**src/rtl/demux1n2_16bit_buf.sv**
```systemverilog
// rtl/demux1n2_16bit_buf.sv - registered 1-to-2 word demultiplexer with valid/ready and delivery counters
//
// Steers one upstream word per cycle to one of two downstream consumers,
// chosen per word by Sel. Each output channel owns a one-word holding
// register and a wrapping count of words delivered downstream.
//
// Ports:
//   Clock                    rising-edge clock
//   Reset                    asynchronous active-high reset
//   Hyrja        [WIDTH]     input word
//   Sel                      destination of the input word (0 -> Dalja0, 1 -> Dalja1)
//   HyrjaValid               upstream presents a word
//   HyrjaReady               word is accepted this cycle (when HyrjaValid)
//   Dalja0/1     [WIDTH]     held output words
//   Dalja0/1Valid            holding register is full
//   Dalja0/1Ready            downstream consumer takes the held word
//   Numero0/1    [CNT_W]     words delivered per channel, modulo 2^CNT_W

module demux1n2_16bit_buf #(
   parameter int WIDTH = 16,
   parameter int CNT_W = 8
) (
   input  logic             Clock,
   input  logic             Reset,
   input  logic [WIDTH-1:0] Hyrja,
   input  logic             Sel,
   input  logic             HyrjaValid,
   output logic             HyrjaReady,
   output logic [WIDTH-1:0] Dalja0,
   output logic [WIDTH-1:0] Dalja1,
   output logic             Dalja0Valid,
   output logic             Dalja1Valid,
   input  logic             Dalja0Ready,
   input  logic             Dalja1Ready,
   output logic [CNT_W-1:0] Numero0,
   output logic [CNT_W-1:0] Numero1
);

   localparam logic [CNT_W-1:0] cnt_one = {{(CNT_W-1){1'b0}}, 1'b1};

   logic free0;
   logic free1;
   logic accept;
   logic load0;
   logic load1;
   logic drain0;
   logic drain1;

   // A channel can take a new word when it is empty or when its current
   // word leaves on this same edge; the latter gives one word per cycle.
   assign free0 = ~Dalja0Valid | Dalja0Ready;
   assign free1 = ~Dalja1Valid | Dalja1Ready;

   // Ready follows only the selected channel, so a stalled channel never
   // blocks words bound for the other one. Independent of HyrjaValid.
   assign HyrjaReady = Sel ? free1 : free0;

   assign accept = HyrjaValid & HyrjaReady;
   assign load0  = accept & ~Sel;
   assign load1  = accept &  Sel;

   assign drain0 = Dalja0Valid & Dalja0Ready;
   assign drain1 = Dalja1Valid & Dalja1Ready;

   // Channel 0: holding register, full flag, delivery counter.
   always_ff @(posedge Clock or posedge Reset) begin
      if (Reset) begin
         Dalja0      <= '0;
         Dalja0Valid <= 1'b0;
         Numero0     <= '0;
      end else begin
         // Data is only written on load; after a drain it stays stale but stable.
         if (load0) begin
            Dalja0 <= Hyrja;
         end
         // A load in the drain cycle keeps the flag set.
         if (load0) begin
            Dalja0Valid <= 1'b1;
         end else if (drain0) begin
            Dalja0Valid <= 1'b0;
         end
         if (drain0) begin
            Numero0 <= Numero0 + cnt_one;
         end
      end
   end

   // Channel 1: mirror of channel 0.
   always_ff @(posedge Clock or posedge Reset) begin
      if (Reset) begin
         Dalja1      <= '0;
         Dalja1Valid <= 1'b0;
         Numero1     <= '0;
      end else begin
         if (load1) begin
            Dalja1 <= Hyrja;
         end
         if (load1) begin
            Dalja1Valid <= 1'b1;
         end else if (drain1) begin
            Dalja1Valid <= 1'b0;
         end
         if (drain1) begin
            Numero1 <= Numero1 + cnt_one;
         end
      end
   end

endmodule

```
**config.mk**
```make
export PLATFORM = sky130hd
export DESIGN_NAME = demux1n2_16bit_buf
export DESIGN_NICKNAME = d
export VERILOG_FILES = /design/src/rtl/demux1n2_16bit_buf.sv
export SDC_FILE = /design/constraint.sdc
export NUM_CORES = 1
export LEC_CHECK = 0
export ABC_AREA = 1
export CORE_ASPECT_RATIO = 1.5
export CORE_UTILIZATION = 25
export CTS_CLUSTER_DIAMETER = 80
export DETAILED_ROUTE_END_ITERATION = 7
export MAX_ROUTING_LAYER = met4
export PLACE_DENSITY = 0.53
export SLEW_MARGIN = 20
export SYNTH_ARGS = -nofsm -noshare
export SYNTH_HDL_FRONTEND = slang
export SYNTH_SLANG_ARGS = --single-unit
```
**constraint.sdc**
```tcl
create_clock -name Clock -period 2 [get_ports Clock]
set_input_delay 0.3 -clock Clock [delete_from_list [all_inputs] [get_ports Clock]]
set_output_delay 0.3 -clock Clock [all_outputs]
set_load 0.005 [all_outputs]
```
### Word level (Yosys, flattened, before mapping)

Index checks and enable logic that the tools add are counted.

| operators by class | value |
|---|---|
| $add $sub $neg | 2 |
| mux-type cells | 5 |
| bitwise operators | 10 |
| reductions and logical operators | 2 |

Operators with widths:

| operator | number |
|---|---|
| adder 8 x 1 -> 8 bit (second input constant) | 2 |
| bitwise AND 1 bit | 5 |
| two-way mux 1 bit | 5 |
| nonzero test 2 bit | 2 |
| inverter 1 bit | 3 |
| bitwise OR 1 bit | 2 |

| word-level totals | value |
|---|---|
| bits in registers | 50 |

### Depth between registers and ports, before layout

Gate-level depths: netlist of run 1.

| logic depth | value |
|---|---|
| depth after elaboration | 6 |
| gate-level depth with buffers | 7 |
| mapped depth without buffers | 7 |

### Worst setup path after synthesis of run 1

OpenSTA, ideal clock, no wires.

| timing path | value |
|---|---|
| path type | register to register |
| from | register Numero1[0] |
| to | register Numero1[4] |
| setup time | 0.117 ns |
| data arrival time | 0.979 ns |
| slack | 0.904 ns |
| cell stages (with the launch flop) | 7 |
| path through | dfrtp_1 > ha_1 > inv_1 > nor3b_4 > nand2_1 > nand2_1 > nand2_1 |

| on the way | value |
|---|---|
| cells in the longest elaborated chain, start to end | 1 |

Ends and longest elaborated chain:

| element | line | RTL |
|---|---|---|
| start: declaration | 36 | `output logic [CNT_W-1:0] Numero1` |
| start signal: assignment | 104 | `Numero1 <= Numero1 + cnt_one;` |
| adder 8 x 1 -> 8 bit | 104 |  |

No other way between the ends.
A chain may end at the register's enable or synchronous reset.

### Worst setup path in the final report of run 1

| timing path | value |
|---|---|
| from | input Dalja0Ready |
| to | output HyrjaReady |

| on the way | value |
|---|---|
| cells in the longest elaborated chain, start to end | 2 |

Ends and longest elaborated chain:

| element | line | RTL |
|---|---|---|
| start: declaration | 33 | `input logic Dalja0Ready,` |
| bitwise OR 1 bit | 51 | `assign free0 = ~Dalja0Valid \| Dalja0Ready;` |
| two-way mux 1 bit | 56 | `assign HyrjaReady = Sel ? free1 : free0;` |
| end: declaration | 28 | `output logic HyrjaReady,` |

No other way between the ends.

==> reports/metrics.yaml, run 1 <==
status:
  run_status: "finished, final reports clean"
logic_synthesis:
  yosysUniqueCellTypes: 24
  synthFlopType: "sky130_fd_sc_hd__dfrtp_1"
  post_synth_inst_count: 222
  synth_enable_flop_cells: 0
  synthesis.nets: 246
  post_synth_most_frequent_cells: "sky130_fd_sc_hd__nand2_1 (64), sky130_fd_sc_hd__dfrtp_1 (50), sky130_fd_sc_hd__inv_1 (31)"
  combined_area_of_all_synthesized_cells_um2: 2130
  synthMostInstantiatedCell: "sky130_fd_sc_hd__nand2_1"
  ys_seq_area_share_pct: 58.8
  flip_flop_and_latch_count_after_synthesis: 50
  avgSynthCellArea_um2: 9.59
  synthesis.yosys.warnings: 0
  synth.top_cell.area_share_pct: 58.8
  synthArstFlopShare_pct: 100
  netlist.top_cell.by_area: "sky130_fd_sc_hd__dfrtp_1"
  netlist_top_cells_area: "sky130_fd_sc_hd__dfrtp_1 (59%), sky130_fd_sc_hd__nand2_1 (11%), sky130_fd_sc_hd__inv_1 (5.5%)"
clock_tree:
  post_cts_setup_buffer_count: 0
  cts_repair_resize_count: 0
  cts_inserted_buffers: 5
  clk_latency_ns: 0.29
  max-clock-path-buffers: 2
  htree_levels: 2
  cts.sinks: 50
  cts_tree: "built"
  holdBufCountCts: 0
  root_buffer: "sky130_fd_sc_hd__clkbuf_16"
  clkSlewWorstSetupHoldPaths_ns: 0.06
cells_and_area:
  fin_area_um2: 3150
  fillers: 836
  n_antenna_cell: 0
  finalNetCount: 322
  sequential_cell_area_um2: 1250
  area_growth_syn_to_layout_pct: 47.8
  layout-drive-gt1-share_pct: 10.4
  multiInputGateArea_um2: 709
grt:
  vias_in_the_first_global_route: 1626
  global_route_wire_length_before_repair_mm: 7.40
  overflow_left_after_global_routing: 0
  antenna_violations_before_repair: 0
  maximum_number_of_pins_on_one_net_before_global_route_repair: 34
  grt_util_all_layers_pct: 11.2
route:
  route.vias.total: 1627
  post_drt_via_cell_ratio: 4.03
  residual_drc_count: 0
  wire_per_inst_um: 11.0
  drt.antenna.violating_nets: 0
  postRouteWirelength_mm: 4.44
  drt-pass1-iter-count: 3
  drtIter0Drc: 40
worst_setup_path:
  worst_path_largest_cell_delay_ns: 0.51
  worst-path-max-fanout: 3
  cp.required_ns: 1.70
  setup.worst_path.start_class: "input pin"
  crit_path_cell_trace: "clkdlybuf4s50_1 > inv_1 > nand2_2 > nor2_1 > a31oi_1 > clkdlybuf4s50_1"
  critical_path.reg2reg.endpoint: "Dalja0[5]"
  cp_num_cells: 6
  arr_time_crit_path_ns: 1.59
  ff2ff_setup_slack_ns: 0.73
  criticalPathCategory: "in2out"
  critical_path_buf_inv_count: 3
  ff2ff_path_depth: 4
  crit_path_frequent_cell: "sky130_fd_sc_hd__clkdlybuf4s50_1"
  end_kind: "primary output"
  timing.critical_path.slowest_stage_cell: "sky130_fd_sc_hd__clkdlybuf4s50_1"
  critPathTopFamily: "buffers and inverters"
  r2r-start: "Dalja0Valid"
place:
  dpl-instance-area_um2: 2980
  routabilityCongestion: 0.662
  count_of_port_buffers_added_during_placement: 72
  hpwlAfterDp_mm: 3.19
power:
  p_total_mw: 3.12
  pwr_density_cell_nw_per_um2: 991
  power.leakage_nw: 1.51
  peakVddDrop_v: 0.000504
die:
  design.core.area_um2: 8110
  die-area_um2: 8900
  floorplan.initialDensity_pct: 26.3
  die-width_um: 77.4
  io_pins: 73
  num_rows: 40
  die_height_um: 115
sta:
  clock_skew_ns: 0.00693
  setup-tns-final_ns: 0
  measured_slew_at_the_worst_slew_check_pin_ns: 0.472
  layout_worst_path_cycle_share_pct: 94.4
  report.final.setup_viol: 0
  timing_hold_violations_final: 0
  fin_crit_ns: 1.89
  max_clock_freq_mhz: 529
  drv_slew: 0
  slew_headroom_pct: 68.5
  unrepaired_setup_endpoints_after_global_routing: "no"
flow_run:
  max_cap_violations: 0
min_path:
  hold_class: "in2async"
-- worst reg2reg max path: stages, from the launching register on --
cell	delay, ns
sky130_fd_sc_hd__dfrtp_1	0.41
sky130_fd_sc_hd__nand2_2	0.09
sky130_fd_sc_hd__buf_4	0.12
sky130_fd_sc_hd__nand3b_4	0.28
sky130_fd_sc_hd__o21ai_0	0.29
-- worst max path at each step --
stage	slack, ns	end	from
6_report	0.11	HyrjaReady	Dalja0Ready
5_1_grt	0.02	HyrjaReady	Dalja0Ready
4_1_cts	0.11	HyrjaReady	Dalja0Ready
3_5_place_dp	0.11	HyrjaReady	Dalja0Ready
3_3_place_gp	0.11	HyrjaReady	Dalja0Ready
2_1_floorplan	0.50	Dalja0Valid	Reset
-- metal layers --
metal	vias up	track usage [%]	part of all wire (%)
li1	838	-	-
met1	736	13.0	46
met2	47	17.8	48
met3	6	3.25	4.9
met4	0	4.91	1.8
met5	-	-	0
-- where the power goes --
group	leakage, nW	internal, mW	switching, mW
registers	0.613	1.21	0.169
logic	0.815	0.512	0.293
clock network	0.0781	0.591	0.345
-- flip-flops by register name (all words and copies together) (netlist names) --
register and cells:
Dalja0Valid 1, Numero1 8, Dalja1 16, Numero0 8, Dalja0 16, Dalja1Valid 1
-- area by class of cell --
type / count / share of cell area [%]
sequential: 50 / 39.8
timing repair buffer: 75 / 24.4
multi-input combinational: 133 / 22.5
clock buffer: 7 / 4.21
tap: 105 / 4.17
inverter: 33 / 3.94
clock inverter: 1 / 0.954
-- cell usage in the layout (no fill, tap or decap), drive strengths merged --
cell type	instances
clkdlybuf4s50	72
nand2	68
dfrtp	50
inv	33
o21ai	32
nor2	10
clkbuf	7
nand3	5
xor2	4
nand3b	4
xnor2	3
buf	3
nand4	2
ha	2
mux2	1
nor3b	1
a31oi	1
bufinv	1
-- kinds of logic (layout without fill, tap and decap cells) --
group,count (synthesis),in the layout,share of synthesized area (%)
fa+ha+maj,2,2,1.17
buf+inv,39,116,7.93
flops,50,50,58.8
xor+xnor,7,7,2.88
compound gates,33,33,9.40
mux,1,1,0.529
simple gates,90,90,19.3
-- stage by stage --
step / utilization, % / hold WS, ns / instances / worst slack (ns)
final: 38.8 / 0.354 / 404 / 0.111
after global routing: 38.8 / 0.418 / 404 / 0.0230
after CTS: 38.8 / 0.369 / 404 / 0.109
after detailed placement: 36.8 / 0.473 / 396 / 0.108
after global placement: 36.8 / 0.473 / 396 / 0.110
after floorplan: - / 0.448 / 222 / 0.499
No activity file was read; power rests on OpenSTA's default activity.
==> run 2: changes to the inputs <==
Settings changed: CELL_PAD_IN_SITES_DETAIL_PLACEMENT from default to 0, CELL_PAD_IN_SITES_GLOBAL_PLACEMENT from default to 1, PLACE_DENSITY 0.53 to 0.66.
==> reports/metrics.yaml, run 2 (synthesis gave the netlist of run 1 again) <==
worst_setup_path:
  end_kind: "primary output"
  crit_path_cell_trace: "clkdlybuf4s50_1"
  worst-path-max-fanout: 5  # +2
  ff2ff_path_depth: 5  # +1
  cp_num_cells: 1  # -5
  cp.required_ns: 1.70  # about the same
  critPathTopFamily: "buffers and inverters"
  worst_path_largest_cell_delay_ns: 0.53  # +0.02 ns
  setup.worst_path.start_class: "flip-flop"
  critical_path_buf_inv_count: 1  # -2
  criticalPathCategory: "reg2out"
  arr_time_crit_path_ns: 1.24  # -0.35 ns
  ff2ff_setup_slack_ns: 0.72  # about the same
  timing.critical_path.slowest_stage_cell: "sky130_fd_sc_hd__clkdlybuf4s50_1"
place:
  dp_slack_ns: 0.0991  # -0.00912 ns
  dpl-instance-area_um2: 2990  # +0.25%
  hpwlAfterDp_mm: 3.30  # +3.2%
  count_of_port_buffers_added_during_placement: 72  # unchanged
  routabilityCongestion: 0.644  # -2.7%
clock_tree:
  root_buffer: "sky130_fd_sc_hd__clkbuf_16"
  cts_inserted_buffers: 5  # unchanged
  clk_latency_ns: 0.29  # about the same
  max-clock-path-buffers: 2  # unchanged
  cts.sinks: 50  # unchanged
  cts_tree: "built"
  post_cts_setup_buffer_count: 0  # unchanged
  htree_levels: 2  # unchanged
  clkSlewWorstSetupHoldPaths_ns: 0.06  # about the same
route:
  drt.antenna.violating_nets: 0  # unchanged
  drtIter0Drc: 78  # +95%
  residual_drc_count: 0  # unchanged
  drt-pass1-iter-count: 4  # +1
  route.vias.total: 1679  # +3.2%
  postRouteWirelength_mm: 4.56  # +2.8%
  post_drt_via_cell_ratio: 4.15  # +2.9%
  wire_per_inst_um: 11.3  # +2.6%
grt:
  antenna_violations_before_repair: 0  # unchanged
  grt_util_all_layers_pct: 11.8  # +0.64 points
  overflow_left_after_global_routing: 0  # unchanged
  global_route_wire_length_before_repair_mm: 7.91  # +6.9%
  maximum_number_of_pins_on_one_net_before_global_route_repair: 34  # unchanged
  vias_in_the_first_global_route: 1661  # +2.2%
cells_and_area:
  final_core_utilization_pct: 38.8  # -0.062 points
  most_frequent_standard_cell_in_the_layout_excluding_fill_and_tap_cells: "sky130_fd_sc_hd__clkdlybuf4s50_1"
  n_antenna_cell: 0  # unchanged
  area_growth_syn_to_layout_pct: 47.5
  finalNetCount: 323  # +0.31%
  layout_common_cells: "sky130_fd_sc_hd__clkdlybuf4s50_1 (71), sky130_fd_sc_hd__nand2_1 (64), sky130_fd_sc_hd__dfrtp_1 (50)"
  fin_area_um2: 3140  # -0.16%
  largest_registers: "Dalja0: 16 flops, Dalja1: 16 flops"
  layout-drive-gt1-share_pct: 11.0  # +0.63 points
sta:
  clock_skew_ns: 0.00405  # -0.00288 ns
  slew_headroom_pct: 62.5  # -6.0 points
  worst_slack_ns: 0.458  # +0.347 ns
  measured_slew_at_the_worst_slew_check_pin_ns: 0.561  # +0.0894 ns
  unrepaired_setup_endpoints_after_global_routing: "no"
  report.final.setup_viol: 0  # unchanged
  timing_hold_violations_final: 0  # unchanged
  setup-tns-final_ns: 0  # unchanged
  layout_worst_path_cycle_share_pct: 77.1  # -17 points
  drv_slew: 0  # unchanged
  hold_slack_ns: 0.403  # +0.0495 ns
  max_clock_freq_mhz: 648  # +22%
  fin_crit_ns: 1.54  # -0.347 ns
die:
  num_rows: 40  # unchanged
  die-width_um: 77.4  # unchanged
  die_height_um: 115  # unchanged
  io_pins: 73  # unchanged
  floorplan.initialDensity_pct: 26.3  # unchanged
  die-area_um2: 8900  # unchanged
  design.core.area_um2: 8110  # unchanged
power:
  power.leakage_nw: 1.51  # +0.22%
  pwr_density_cell_nw_per_um2: 964  # -2.7%
  peakVddDrop_v: 0.000434  # -14%
flow_run:
  max_cap_violations: 0  # unchanged
status:
  run_status: "finished, final reports clean"
min_path:
  hold_class: "in2async"
[run 2: changes by cell type in the layout (fill, tap and decap cells not counted), sizes merged]
cell,previous run,this run
dlymetal6s2s,0,1
clkdlybuf4s50,72,71
buf,3,4
bufinv,1,0
clkinv,0,1
[run 2: what timing repair did]
item	4_1_cts	5_1_grt
resized for setup	0	1
endpoints found under the setup margin	0	1
hold buffers	0	0
[run 2: power by group]
part	leakage [nW]	total [mW]	internal, mW	switching, mW
Clock	0.0739	0.847	0.496	0.351
Combinational	0.822	0.808	0.513	0.295
Sequential	0.613	1.38	1.21	0.167
[run 2: area by class of cell]
class / instances / area, um^2
inverters: 33 / 124
well taps: 105 / 131
clock inverters: 1 / 5.00
clock buffers: 7 / 143
multi-input cells: 133 / 709
repair buffers: 76 / 778
flip-flops and latches: 50 / 1250
fillers: 858 / 4970
[run 2: final timing paths]
path,end,start
worst max-delay path,Dalja1Valid,Dalja1Valid
worst min-delay path,Dalja0Valid,Reset
worst max register to register,Dalja0[10],Dalja0Valid
worst min register to register,Dalja0[8],Dalja0[8]
max in group asynchronous,Dalja0[1],Reset
min in group Clock,Dalja0[8],Dalja0[8]
[run 2: routing by layer]
layer  wire (um)  global-route usage (%)  share of wire, %
met1        1950                    13.4                43
met2        2320                    19.5                51
met3         208                    2.94               4.6
met4          87                    5.28               1.9
met5           0                       -                 0
[run 2: worst reg2reg max path, cell delays in order, from the launching register on]
cell and delay [ns]:
sky130_fd_sc_hd__dfrtp_1 0.41, sky130_fd_sc_hd__nand2_2 0.09, sky130_fd_sc_hd__buf_4 0.12, sky130_fd_sc_hd__nand3b_4 0.28
sky130_fd_sc_hd__nand2_1 0.16, sky130_fd_sc_hd__o21ai_0 0.09
[run 2: through the flow]
stage / power, mW / cells
2_1_floorplan: 1.70 / 222
3_3_place_gp: 2.22 / 397
3_5_place_dp: 2.23 / 397
4_1_cts: 3.11 / 405
5_1_grt: 3.25 / 405
6_report: 3.03 / 405
==> run 3: changes to the inputs <==
Settings changed: PLACE_DENSITY 0.66 to 0.69.
Clock period 2 ns to 1.4 ns, I/O delays scaled along.
==> reports/metrics.yaml, run 3 (synthesis gave the netlist of run 1 again) <==
worst_setup_path:
  worst_path_largest_cell_delay_ns: 0.50  # -0.03 ns
  arr_time_crit_path_ns: 1.15  # -0.09 ns
  critical_path_buf_inv_count: 1  # unchanged
  worst-path-max-fanout: 3  # -2
  setup.worst_path.start_class: "flip-flop"
  critPathTopFamily: "buffers and inverters"
  timing.critical_path.slowest_stage_cell: "sky130_fd_sc_hd__clkdlybuf4s50_1"
  criticalPathCategory: "reg2out"
  end_kind: "primary output"
  cp.required_ns: 1.19  # -0.51 ns
  crit_path_cell_trace: "clkdlybuf4s50_1"
route:
  met1_length_mm: 1.94  # -0.67%
  top_layer_used: "met4"
  route.vias.total: 1763  # +5.0%
  residual_drc_count: 0  # unchanged
  detailroute.wirelength.met2_mm: 2.41  # +4.0%
  postRouteWirelength_mm: 4.65  # +1.8%
  post_drt_via_cell_ratio: 4.07  # -1.8%
  wire_per_inst_um: 10.7  # -4.8%
  wl_met3_um: 225  # +8.2%
  drt-pass1-iter-count: 4  # unchanged
  drt.antenna.violating_nets: 0  # unchanged
  drtIter0Drc: 60  # -23%
die:
  floorplan.initialDensity_pct: 26.3  # unchanged
  die_height_um: 115  # unchanged
  io_pins: 73  # unchanged
  die-area_um2: 8900  # unchanged
  num_rows: 40  # unchanged
  design.core.area_um2: 8110  # unchanged
  die-width_um: 77.4  # unchanged
power:
  power.sequential.fraction_pct: 38.1  # -7.3 points
  power.combinational.fraction_pct: 29.8  # +3.1 points
  power.leakage_nw: 1.80  # +19%
  switching_share_pct: 24.8  # -2.1 points
  clockPowerShare_pct: 32.1  # +4.2 points
  switching_power_mw: 1.22  # +50%
  intPower_mw: 3.71  # +67%
  peakVddDrop_v: 0.000632  # +46%
  pwr_density_cell_nw_per_um2: 1430  # +49%
cells_and_area:
  largest_registers: "Dalja0: 16 flops, Dalja1: 16 flops"
  finalNetCount: 351  # +8.7%
  n_antenna_cell: 0  # unchanged
  layout_common_cells: "sky130_fd_sc_hd__nand2_1 (64), sky130_fd_sc_hd__clkdlybuf4s50_1 (56), sky130_fd_sc_hd__dfrtp_1 (50)"
  area_growth_syn_to_layout_pct: 61.3
  most_frequent_standard_cell_in_the_layout_excluding_fill_and_tap_cells: "sky130_fd_sc_hd__nand2_1"
  layout-drive-gt1-share_pct: 19.2  # +8.2 points
  fin_area_um2: 3430  # +9.3%
  final_instance_count_excl_fillers: 433  # +6.9%
grt:
  vias_in_the_first_global_route: 1810  # +9.0%
  antenna_violations_before_repair: 0  # unchanged
  maximum_number_of_pins_on_one_net_before_global_route_repair: 51  # +50%
  overflow_left_after_global_routing: 0  # unchanged
  global_route_wire_length_before_repair_mm: 8.18  # +3.4%
  grt_util_all_layers_pct: 11.9  # +0.083 points
clock_tree:
  root_buffer: "sky130_fd_sc_hd__clkbuf_16"
  htree_levels: 2  # unchanged
  clk_latency_ns: 0.29  # about the same
  cts_tree: "built"
  max-clock-path-buffers: 2  # unchanged
  clkSlewWorstSetupHoldPaths_ns: 0.06  # about the same
  cts_inserted_buffers: 5  # unchanged
  cts.sinks: 50  # unchanged
status:
  run_status: "finished, final reports clean"
sta:
  clock_skew_ns: 0.00419  # +0.000145 ns
  slew_headroom_pct: 81.4  # +19 points
  fin_crit_ns: 1.36
  layout_worst_path_cycle_share_pct: 97.1
  report.final.setup_viol: 0  # unchanged
  measured_slew_at_the_worst_slew_check_pin_ns: 0.279  # -0.282 ns
  timing_hold_violations_final: 0  # unchanged
  drv_slew: 0  # unchanged
  max_clock_freq_mhz: 736
place:
  hpwlAfterDp_mm: 3.22  # -2.4%
  count_of_port_buffers_added_during_placement: 72  # unchanged
  dpl-instance-area_um2: 3070  # +2.6%
  placedCellCount: 405  # +2.0%
  routabilityCongestion: 0.627  # -2.6%
flow_run:
  max_cap_violations: 0  # unchanged
min_path:
  hold_class: "in2async"
[run 3: changes by cell type in the layout (fill, tap and decap cells not counted), moves of 2 or more]
cell and change:
sky130_fd_sc_hd__buf_4 +26, sky130_fd_sc_hd__bufinv_16 +2, sky130_fd_sc_hd__clkdlybuf4s50_1 -15, sky130_fd_sc_hd__dlygate4sd2_1 +5, sky130_fd_sc_hd__dlymetal6s2s_1 +9
[run 3: final cells by class]
cell class                      count  area, um^2
Sequential cell                    50        1250
Timing Repair Buffer              104        1020
Clock buffer                        6         139
Tap cell                          105         131
Multi-Input combinational cell    133         709
Fill cell                         840        4670
Clock inverter                      2        60.1
Inverter                           33         128
[run 3: worst paths after layout]
| path | endpoint | depth (start not counted) | slack, ns | from |
|---|---|---|---|---|
| worst max-delay path | Numero1[6] | 1 | 0.04 | Numero1[6] |
| worst min-delay path | Numero0[5] | 3 | 0.32 | Reset |
| worst max register to register | Numero1[4] | 7 | 0.18 | Numero1[1] |
| worst min register to register | Dalja1[4] | 2 | 0.48 | Dalja1[4] |
| max in group asynchronous | Numero1[0] | 3 | 0.82 | Reset |
| min in group Clock | Dalja1[4] | 2 | 0.48 | Dalja1[4] |
[run 3: power groups by stage]
stage,Clock [mW],Sequential (mW),Combinational [mW]
global route,1.69,1.91,1.64
CTS,1.64,1.88,1.49
detailed placement,0,2.00,1.22
global placement,0,1.98,1.20
floorplan,0,1.99,0.436
finish,1.58,1.88,1.47
[run 3: layer usage]
metal,track usage (%),vias up
met2,20.4,47
li1,-,893
met4,4.53,0
met5,-,-
met1,13.1,818
met3,3.02,5
[run 3: per-stage QoR]
stage	worst slack, ns	power (mW)	TNS [ns]	hold WS, ns	utilization, %
2_1_floorplan	0.304	2.42	0	0.252	-
3_3_place_gp	-0.277	3.19	-2.11	0.466	37.8
3_5_place_dp	-0.298	3.21	-2.25	0.470	37.8
4_1_cts	0.000690	5.01	0	0.343	41.5
5_1_grt	-0.00615	5.24	-0.00707	0.356	42.4
6_report	0.0406	4.92	0	0.324	42.4
[run 3: repair_timing]
action / CTS / global route
setup buffers: 14 / 6
endpoints found under the setup margin: 18 / 15
gates resized for setup: 9 / 10
hold buffers: 0 / 0
